`src/rtl/port_a_mode1_handshake_if.sv`:
```
// Port A handshake bus: CPU-side strobes and data, control word, and the Port A pin group.
// The master drives the inputs and the slave is the handshake engine.
interface port_a_mode1_handshake_if #(
  parameter int unsigned DATA_W = 8
);
  logic [DATA_W-1:0] CONTROL_WORD;
  logic              CW_WR;
  logic              BSR_WR;
  logic              RD_A;
  logic              WR_A;
  logic [DATA_W-1:0] DATA_IN;
  logic [DATA_W-1:0] DATA_OUT;
  logic [DATA_W-1:0] PA_IN;
  logic [DATA_W-1:0] PA_OUT;
  logic              PA_OE;
  logic              STB_N;
  logic              ACK_N;
  logic              IBF;
  logic              OBF_N;
  logic              INTR;
  logic              INTE;

  modport master (
    output CONTROL_WORD, CW_WR, BSR_WR, RD_A, WR_A, DATA_IN, PA_IN, STB_N, ACK_N,
    input  DATA_OUT, PA_OUT, PA_OE, IBF, OBF_N, INTR, INTE
  );

  modport slave (
    input  CONTROL_WORD, CW_WR, BSR_WR, RD_A, WR_A, DATA_IN, PA_IN, STB_N, ACK_N,
    output DATA_OUT, PA_OUT, PA_OE, IBF, OBF_N, INTR, INTE
  );
endinterface

```
`src/rtl/port_a_mode1_handshake.sv`:
```
// PPI Port A strobed-handshake engine (Mode 0 / Mode 1 input and output).
// Optional feature macro PA_HS_SYNC_EN: when defined, STB_N/ACK_N (and PA_IN)
// pass a 2-flop synchronizer before edge detection (3-cycle pin latency);
// otherwise pins must be synchronous to CLK (1-cycle pin latency).
module port_a_mode1_handshake #(
  parameter int unsigned DATA_W = 8
) (
  input logic                     CLK,
  input logic                     RESET_N,
  port_a_mode1_handshake_if.slave bus
);

  typedef enum logic [1:0] {
    IN_EMPTY  = 2'd0,
    IN_STROBE = 2'd1,
    IN_FULL   = 2'd2
  } in_state_e;

  typedef enum logic [1:0] {
    OUT_EMPTY = 2'd0,
    OUT_FULL  = 2'd1,
    OUT_ACK   = 2'd2
  } out_state_e;

  localparam int unsigned SEL_W = 3;

  in_state_e         in_state_q,  in_state_d;
  out_state_e        out_state_q, out_state_d;

  logic [DATA_W-1:0] data_out_q, data_out_d;
  logic [DATA_W-1:0] pa_out_q,   pa_out_d;
  logic [DATA_W-1:0] latch_q,    latch_d;
  logic              pa_oe_q,    pa_oe_d;
  logic              ibf_q,      ibf_d;
  logic              obf_n_q,    obf_n_d;
  logic              intr_q,     intr_d;
  logic              inte_q,     inte_d;

  logic              stb_s_c, ack_s_c;
  logic [DATA_W-1:0] pa_s_c;
  logic              stb_prev_q, ack_prev_q;
  logic              stb_fall_c, stb_rise_c, ack_fall_c, ack_rise_c;

  logic              mode1_c, dir_in_c, in_act_c, out_act_c;
  logic [SEL_W-1:0]  bsr_sel_c;
  logic              inte_hit_c;
  logic              unused_c;

`ifdef PA_HS_SYNC_EN
  logic [1:0]        stb_sync_q, ack_sync_q;
  logic [DATA_W-1:0] pa_s1_q, pa_s2_q;

  // Two-flop synchronizers; PA_IN follows the same path so data stays aligned with STB_N
  always_ff @(posedge CLK or negedge RESET_N) begin
    if (!RESET_N) begin
      stb_sync_q <= 2'b11;
      ack_sync_q <= 2'b11;
      pa_s1_q    <= '0;
      pa_s2_q    <= '0;
    end else begin
      stb_sync_q <= {stb_sync_q[0], bus.STB_N};
      ack_sync_q <= {ack_sync_q[0], bus.ACK_N};
      pa_s1_q    <= bus.PA_IN;
      pa_s2_q    <= pa_s1_q;
    end
  end

  assign stb_s_c = stb_sync_q[1];
  assign ack_s_c = ack_sync_q[1];
  assign pa_s_c  = pa_s2_q;
`else
  assign stb_s_c = bus.STB_N;
  assign ack_s_c = bus.ACK_N;
  assign pa_s_c  = bus.PA_IN;
`endif

  // Edge-detect flops on the sampled pin levels (idle high)
  always_ff @(posedge CLK or negedge RESET_N) begin
    if (!RESET_N) begin
      stb_prev_q <= 1'b1;
      ack_prev_q <= 1'b1;
    end else begin
      stb_prev_q <= stb_s_c;
      ack_prev_q <= ack_s_c;
    end
  end

  assign stb_fall_c = stb_prev_q  & ~stb_s_c;
  assign stb_rise_c = ~stb_prev_q &  stb_s_c;
  assign ack_fall_c = ack_prev_q  & ~ack_s_c;
  assign ack_rise_c = ~ack_prev_q &  ack_s_c;

  // Control word decode; Mode 2 encodings fall through to Mode 0
  assign mode1_c   = bus.CONTROL_WORD[7] & (bus.CONTROL_WORD[6:5] == 2'b01);
  assign dir_in_c  = bus.CONTROL_WORD[4];
  assign in_act_c  = mode1_c &  dir_in_c;
  assign out_act_c = mode1_c & ~dir_in_c;

  // Port A INTE lives on PC4 in input mode and PC6 in output mode
  assign bsr_sel_c  = bus.DATA_IN[3:1];
  assign inte_hit_c = bus.BSR_WR & ~bus.DATA_IN[7] &
                      ((in_act_c  & (bsr_sel_c == SEL_W'(4))) |
                       (out_act_c & (bsr_sel_c == SEL_W'(6))));

  assign unused_c = ^bus.CONTROL_WORD[3:0];

  // FSM state registers
  always_ff @(posedge CLK or negedge RESET_N) begin
    if (!RESET_N) begin
      in_state_q  <= IN_EMPTY;
      out_state_q <= OUT_EMPTY;
    end else begin
      in_state_q  <= in_state_d;
      out_state_q <= out_state_d;
    end
  end

  // Next-state logic; pin edges are applied before CPU strobes
  always_comb begin
    in_state_d  = in_state_q;
    out_state_d = out_state_q;

    if (bus.CW_WR || !in_act_c) begin
      in_state_d = IN_EMPTY;
    end else begin
      case (in_state_q)
        IN_EMPTY, IN_FULL: begin
          if (stb_fall_c)      in_state_d = IN_STROBE;
          else if (bus.RD_A)   in_state_d = IN_EMPTY;
        end
        IN_STROBE: begin
          if (stb_rise_c)      in_state_d = IN_FULL;
          else if (bus.RD_A)   in_state_d = IN_EMPTY;
        end
        default:               in_state_d = IN_EMPTY;
      endcase
    end

    if (bus.CW_WR || !out_act_c) begin
      out_state_d = OUT_EMPTY;
    end else begin
      case (out_state_q)
        OUT_EMPTY: ;
        OUT_FULL:  if (ack_fall_c) out_state_d = OUT_ACK;
        OUT_ACK:   if (ack_rise_c) out_state_d = OUT_EMPTY;
        default:   out_state_d = OUT_EMPTY;
      endcase
      if (bus.WR_A) out_state_d = OUT_FULL;
    end
  end

  // Output next values: CW_WR > BSR > pin edge > CPU strobe
  always_comb begin
    data_out_d = data_out_q;
    pa_out_d   = pa_out_q;
    latch_d    = latch_q;
    pa_oe_d    = ~dir_in_c;
    ibf_d      = ibf_q;
    obf_n_d    = obf_n_q;
    intr_d     = intr_q;
    inte_d     = inte_q;

    if (!mode1_c) begin
      data_out_d = bus.PA_IN;
      if (bus.WR_A) pa_out_d = bus.DATA_IN;
      ibf_d   = 1'b0;
      obf_n_d = 1'b1;
      intr_d  = 1'b0;
    end

    if (bus.CW_WR) begin
      ibf_d    = 1'b0;
      obf_n_d  = 1'b1;
      intr_d   = 1'b0;
      inte_d   = 1'b0;
      pa_out_d = '0;
    end else begin
      if (inte_hit_c) inte_d = bus.DATA_IN[0];

      if (in_act_c) begin
        if ((in_state_q == IN_STROBE) && stb_rise_c) intr_d = inte_d;
        else if (bus.RD_A)                           intr_d = 1'b0;
        if (bus.RD_A) data_out_d = latch_q;
        // IBF drops one cycle after the read has emptied the FSM
        if (stb_fall_c && (in_state_q != IN_STROBE)) begin
          latch_d = pa_s_c;
          ibf_d   = 1'b1;
        end else if (in_state_q == IN_EMPTY) begin
          ibf_d   = 1'b0;
        end
      end

      if (out_act_c) begin
        if ((out_state_q == OUT_FULL) && ack_fall_c) obf_n_d = 1'b1;
        if ((out_state_q == OUT_ACK)  && ack_rise_c) intr_d  = inte_d;
        if (bus.WR_A) begin
          pa_out_d = bus.DATA_IN;
          obf_n_d  = 1'b0;
          intr_d   = 1'b0;
        end
      end

      if (!inte_d) intr_d = 1'b0;
    end
  end

  // Output and data registers
  always_ff @(posedge CLK or negedge RESET_N) begin
    if (!RESET_N) begin
      data_out_q <= '0;
      pa_out_q   <= '0;
      latch_q    <= '0;
      pa_oe_q    <= 1'b0;
      ibf_q      <= 1'b0;
      obf_n_q    <= 1'b1;
      intr_q     <= 1'b0;
      inte_q     <= 1'b0;
    end else begin
      data_out_q <= data_out_d;
      pa_out_q   <= pa_out_d;
      latch_q    <= latch_d;
      pa_oe_q    <= pa_oe_d;
      ibf_q      <= ibf_d;
      obf_n_q    <= obf_n_d;
      intr_q     <= intr_d;
      inte_q     <= inte_d;
    end
  end

  assign bus.DATA_OUT = data_out_q;
  assign bus.PA_OUT   = pa_out_q;
  assign bus.PA_OE    = pa_oe_q;
  assign bus.IBF      = ibf_q;
  assign bus.OBF_N    = obf_n_q;
  assign bus.INTR     = intr_q;
  assign bus.INTE     = inte_q;

endmodule

```
`src/flat_wrapper.sv`:
```
// flat-port wrapper written by rule: the top's interface ports become plain ports
module port_a_mode1_handshake_flat 
#(
  parameter int unsigned DATA_W = 8
)
  (CLK, RESET_N, bus_CONTROL_WORD, bus_CW_WR, bus_BSR_WR, bus_RD_A, bus_WR_A, bus_DATA_IN, bus_PA_IN, bus_STB_N, bus_ACK_N, bus_DATA_OUT, bus_PA_OUT, bus_PA_OE, bus_IBF, bus_OBF_N, bus_INTR, bus_INTE);
  port_a_mode1_handshake_if #(.DATA_W(DATA_W)) bus_i ();
  input logic CLK;
  input logic RESET_N;
  input wire logic [$bits(bus_i.CONTROL_WORD)-1:0] bus_CONTROL_WORD;
  input wire logic [$bits(bus_i.CW_WR)-1:0] bus_CW_WR;
  input wire logic [$bits(bus_i.BSR_WR)-1:0] bus_BSR_WR;
  input wire logic [$bits(bus_i.RD_A)-1:0] bus_RD_A;
  input wire logic [$bits(bus_i.WR_A)-1:0] bus_WR_A;
  input wire logic [$bits(bus_i.DATA_IN)-1:0] bus_DATA_IN;
  input wire logic [$bits(bus_i.PA_IN)-1:0] bus_PA_IN;
  input wire logic [$bits(bus_i.STB_N)-1:0] bus_STB_N;
  input wire logic [$bits(bus_i.ACK_N)-1:0] bus_ACK_N;
  output wire logic [$bits(bus_i.DATA_OUT)-1:0] bus_DATA_OUT;
  output wire logic [$bits(bus_i.PA_OUT)-1:0] bus_PA_OUT;
  output wire logic [$bits(bus_i.PA_OE)-1:0] bus_PA_OE;
  output wire logic [$bits(bus_i.IBF)-1:0] bus_IBF;
  output wire logic [$bits(bus_i.OBF_N)-1:0] bus_OBF_N;
  output wire logic [$bits(bus_i.INTR)-1:0] bus_INTR;
  output wire logic [$bits(bus_i.INTE)-1:0] bus_INTE;
  assign bus_i.CONTROL_WORD = bus_CONTROL_WORD;
  assign bus_i.CW_WR = bus_CW_WR;
  assign bus_i.BSR_WR = bus_BSR_WR;
  assign bus_i.RD_A = bus_RD_A;
  assign bus_i.WR_A = bus_WR_A;
  assign bus_i.DATA_IN = bus_DATA_IN;
  assign bus_i.PA_IN = bus_PA_IN;
  assign bus_i.STB_N = bus_STB_N;
  assign bus_i.ACK_N = bus_ACK_N;
  assign bus_DATA_OUT = bus_i.DATA_OUT;
  assign bus_PA_OUT = bus_i.PA_OUT;
  assign bus_PA_OE = bus_i.PA_OE;
  assign bus_IBF = bus_i.IBF;
  assign bus_OBF_N = bus_i.OBF_N;
  assign bus_INTR = bus_i.INTR;
  assign bus_INTE = bus_i.INTE;
  port_a_mode1_handshake #(.DATA_W(DATA_W)) u_core (.CLK(CLK), .RESET_N(RESET_N), .bus(bus_i));
endmodule
```
`config.mk`:
```
export PLATFORM = sky130hd
export DESIGN_NAME = port_a_mode1_handshake_flat
export DESIGN_NICKNAME = d
export VERILOG_FILES = /design/src/rtl/port_a_mode1_handshake_if.sv /design/src/rtl/port_a_mode1_handshake.sv /design/src/flat_wrapper.sv
export SDC_FILE = /design/constraint.sdc
export NUM_CORES = 1
export LEC_CHECK = 0
export CAP_MARGIN = 10
export CORE_AREA = 2 2 60 74
export CTS_CLUSTER_DIAMETER = 100
export DETAILED_ROUTE_END_ITERATION = 8
export DIE_AREA = 0 0 62 76
export GPL_ROUTABILITY_DRIVEN = 0
export GPL_TIMING_DRIVEN = 0
export PLACE_DENSITY = 0.73
export SLEW_MARGIN = 0
export SYNTH_ARGS = -nofsm -noshare
export SYNTH_HDL_FRONTEND = slang
export SYNTH_SLANG_ARGS = --single-unit
```
`constraint.sdc`:
```
create_clock -name CLK -period 1.6 [get_ports CLK]
set_clock_uncertainty 0.15 [all_clocks]
set_input_delay 0.16 -clock CLK [delete_from_list [all_inputs] [get_ports CLK]]
set_output_delay 0.16 -clock CLK [all_outputs]
set_load 0.01 [all_outputs]
```
==> impl_results.md <==
* Type of the worst min-delay path: input pin to flop
* Vias in the first global route at 1358
* Post-Route Utilization at a little under 60%
* Violated checks: setup timing
* Setup_tns at -0.3005 ns
* Compound-Gate Fraction of Synth Area at under 10%
* Dpl hpwl at around 2500 um
* Via count at between 1000 and 1500
* MaxCap Viol Count at 0
* Synth area leaders: dfrtp_1 51%, mux2i_1 5.8%, mux2_2 5.8%, nor2_1 5.3%, dfstp_2 5.1%
* Final period util at 102.9%
* Commonest register cell after synthesis: dfrtp_1
* Crit path DAT at ~1.7 ns
* Routed vias/inst at 4.939
* Initial antenna violation count at 0
* Top Ports at 53
* Mux share of post-synthesis cell area at 11.56%
* Layout area overhead at 53.93%
* PwrDens at 818.6 mW/mm2
* Hold Vio Cnt, Final at 0
* CORE AREA at 0.004066 mm2
* Share of layout cells above drive strength 1 at 22.12%
* Routed wire per std cell at 14.74 um
* Met3 GRT Util at approximately 6.5%
* Post-synth top area share at 51.36%
* Die span in y at about 76 um
* GR Util met1 at 23.34%
* Unique cell type count in the Yosys netlist at 35
* Clk_lat worst skew at about 0.29 ns
* Initial Util at 38.34%
* Worst Path Required at 1.63 ns
* Part of the Yosys area used for sequential elements at a little under three fifths
* Initial detailed-routing violation count at 26
* Total GRT Usage at 17.64%
* Status: complete, but fails checks
* Filler-free cell count of the finished design at 264
* TritonCTS Sinks at 35
* Crit Path Max Fanout at 5
* TritonRoute pass-1 iters at 4
* Tightest Pin Transition at 0.7557 ns
* Antenna-violating nets left at 0
* Post-Syn Area per Cell at between 10 and 15 um2
* Post-Synth Simple-Gate Area at 20.06%
* M2 GR Usage at 26.25%
* Startpoint Class: flop
* Crit path time final at 1.646 ns
* I/O Buffers at 47
* Post-Synth Adder-Cell Area at 0%
* H-tree depth at 2
* Yosys top cell by area: dfrtp_1
* Synth Area in XOR/XNOR at 0.5618%
* Largest net degree at the start of global routing at 36
* Die width at between 60 and 70 um
* Worst slew margin at roughly half
* DRT Wirelength at 3891 um
* Post-synth EDFFs at 0
* Syn_nets at about 170
* # rows at 26
* GRT busiest layer: met2
* Max Freq at 607.4 MHz
* Post-synth ARST share at 100.0%
* Final setup viols at 8
* Largest family of logic cells by synthesized area: simple AND/OR/NAND/NOR gates
* Max Slew Vio Count at 0
* Leakage power at around 0.0011 uW
* Cell total after placement at between 200 and 250
* Die ar. at between 0.004 and 0.005 mm2
* Max IR drop VDD at ~0.59 mV
* Final WS setup at -0.04641 ns
* Worst hold margin at 0.01611 ns
* DRC Markers at 0
* CTS tree: built
* Grt ovf at 0
* N_diodes at 0
* CTS root buf: clkbuf_8
* Yosys warns at 0
* Worst setup EP type: flop
* Synthesis-stage register bit count at 35
* Filler Cells Inserted at 353
* TritonCTS Buffers at 5
* Synthesized area at 0.001559 mm2
* Worst-path clk slew at about 0.07 ns
* RSZ-0062 raised after global routing: yes
* Worst-case clock buffer depth at 2
* WS Path Type: flop to flop
* First-pass GRT wire length at 6223 um
* Mapped Cells at 141
* Final nets at 240
-- kinds of logic (layout without fill, tap and decap cells) --
kind of cell	Yosys count	in the layout
XOR/XNOR	1	1
flip-flops	35	35
AO/OA/AOI/OAI	21	21
AND/OR/NAND/NOR	60	60
buffers and inverters	7	74
multiplexers	17	17
-- placed cells by master, fill, tap and decap left out, drive strengths merged, types with 3 or more instances in the layout --
master	Yosys	final
nor2	22	22
nand2b	4	4
dfstp	3	3
o21ai	3	3
nor2b	3	3
dlygate4sd2	0	6
clkbuf	4	10
nand2	16	16
a31oi	10	10
clkdlybuf4s50	0	37
mux2	8	8
mux2i	9	9
dfrtp	32	32
buf	1	12
dlygate4sd3	0	4
-- sequential cells by signal, indices dropped and copies added (netlist names), 2 cells and up --
signal,flops
u_core.out_state_q,2
u_core.latch_q,8
u_core.bus.DATA_OUT,8
u_core.in_state_q,2
u_core.bus.PA_OUT,8
-- routing by layer --
metal | vias to the layer above | part of all wire, %
met2 | 51 | 47
met1 | 625 | 45
met4 | 0 | 1.2
met3 | 3 | 6.8
li1 | 625 | -
met5 | - | 0
-- path summary, 6_finish.rpt --
kind	from	end	slack, ns	depth (start not counted)
worst max register to register	u_core.stb_prev_q	u_core.latch_q[2]	-0.05	4
worst max-delay path	u_core.stb_prev_q	u_core.latch_q[2]	-0.05	4
max in group asynchronous	RESET_N	u_core.latch_q[1]	0.49	2
min in group asynchronous	RESET_N	u_core.bus.PA_OUT[1]	0.32	2
worst min-delay path	bus_DATA_IN[3]	u_core.bus.PA_OUT[3]	0.02	3
worst min register to register	u_core.latch_q[5]	u_core.latch_q[5]	0.36	1
-- cells in the mapped netlist, drive strengths merged, types with 2 or more instances --
library cell / n
nor2b: 3
or3: 2
nor4bb: 2
nand2b: 4
nor3b: 2
o21ai: 3
dfstp: 3
mux2i: 9
nand2: 16
inv: 2
mux2: 8
nand3: 2
a31oi: 10
nor2: 22
a31o: 2
dfrtp: 32
clkbuf: 4
a21oi: 2
-- power by group --
part | internal [uW] | total, uW | switching (uW)
Clock | 338 | 658 | 321
Combinational | 192 | 324 | 132
Sequential | 947 | 982 | 35.1
-- cell type report --
class	count	area (um2)	share of cell area, %
buffer	5	27.53	1.147
clock buffer	6	82.58	3.441
clock inverter	1	5.005	0.2086
inverter	2	7.507	0.3128
multi-input combinational	99	754.5	31.44
sequential	35	879.6	36.65
tap	56	70.07	2.920
timing repair buffer	60	573.1	23.88
-- metrics by stage --
stage               instance area, um2  power (uW)  setup WS [ns]
detailed placement                2095        1280        -0.7416
floorplan                         1559        1106       -0.09872
global route                      2400        2045       -0.09715
CTS                               2350        1960       -0.04860
finish                            2400        1964       -0.04641
global placement                  2100        1279        -0.7589
-- critical path, stage by stage, from the launching register on --
cell	delay (ns)
dfstp_2	0.59
nand2b_4	0.08
nor3b_4	0.24
buf_6	0.18
mux2_4	0.30
-- what timing repair did --
action	in CTS	in global routing
gates resized for setup	25	11
setup buffers	6	4
endpoints found under the setup margin	23	16
hold buffers	3	1
gates cloned	1	0
endpoints found under the hold margin	35	1
pin swaps	5	6
Power figures use the tool's default switching activity.
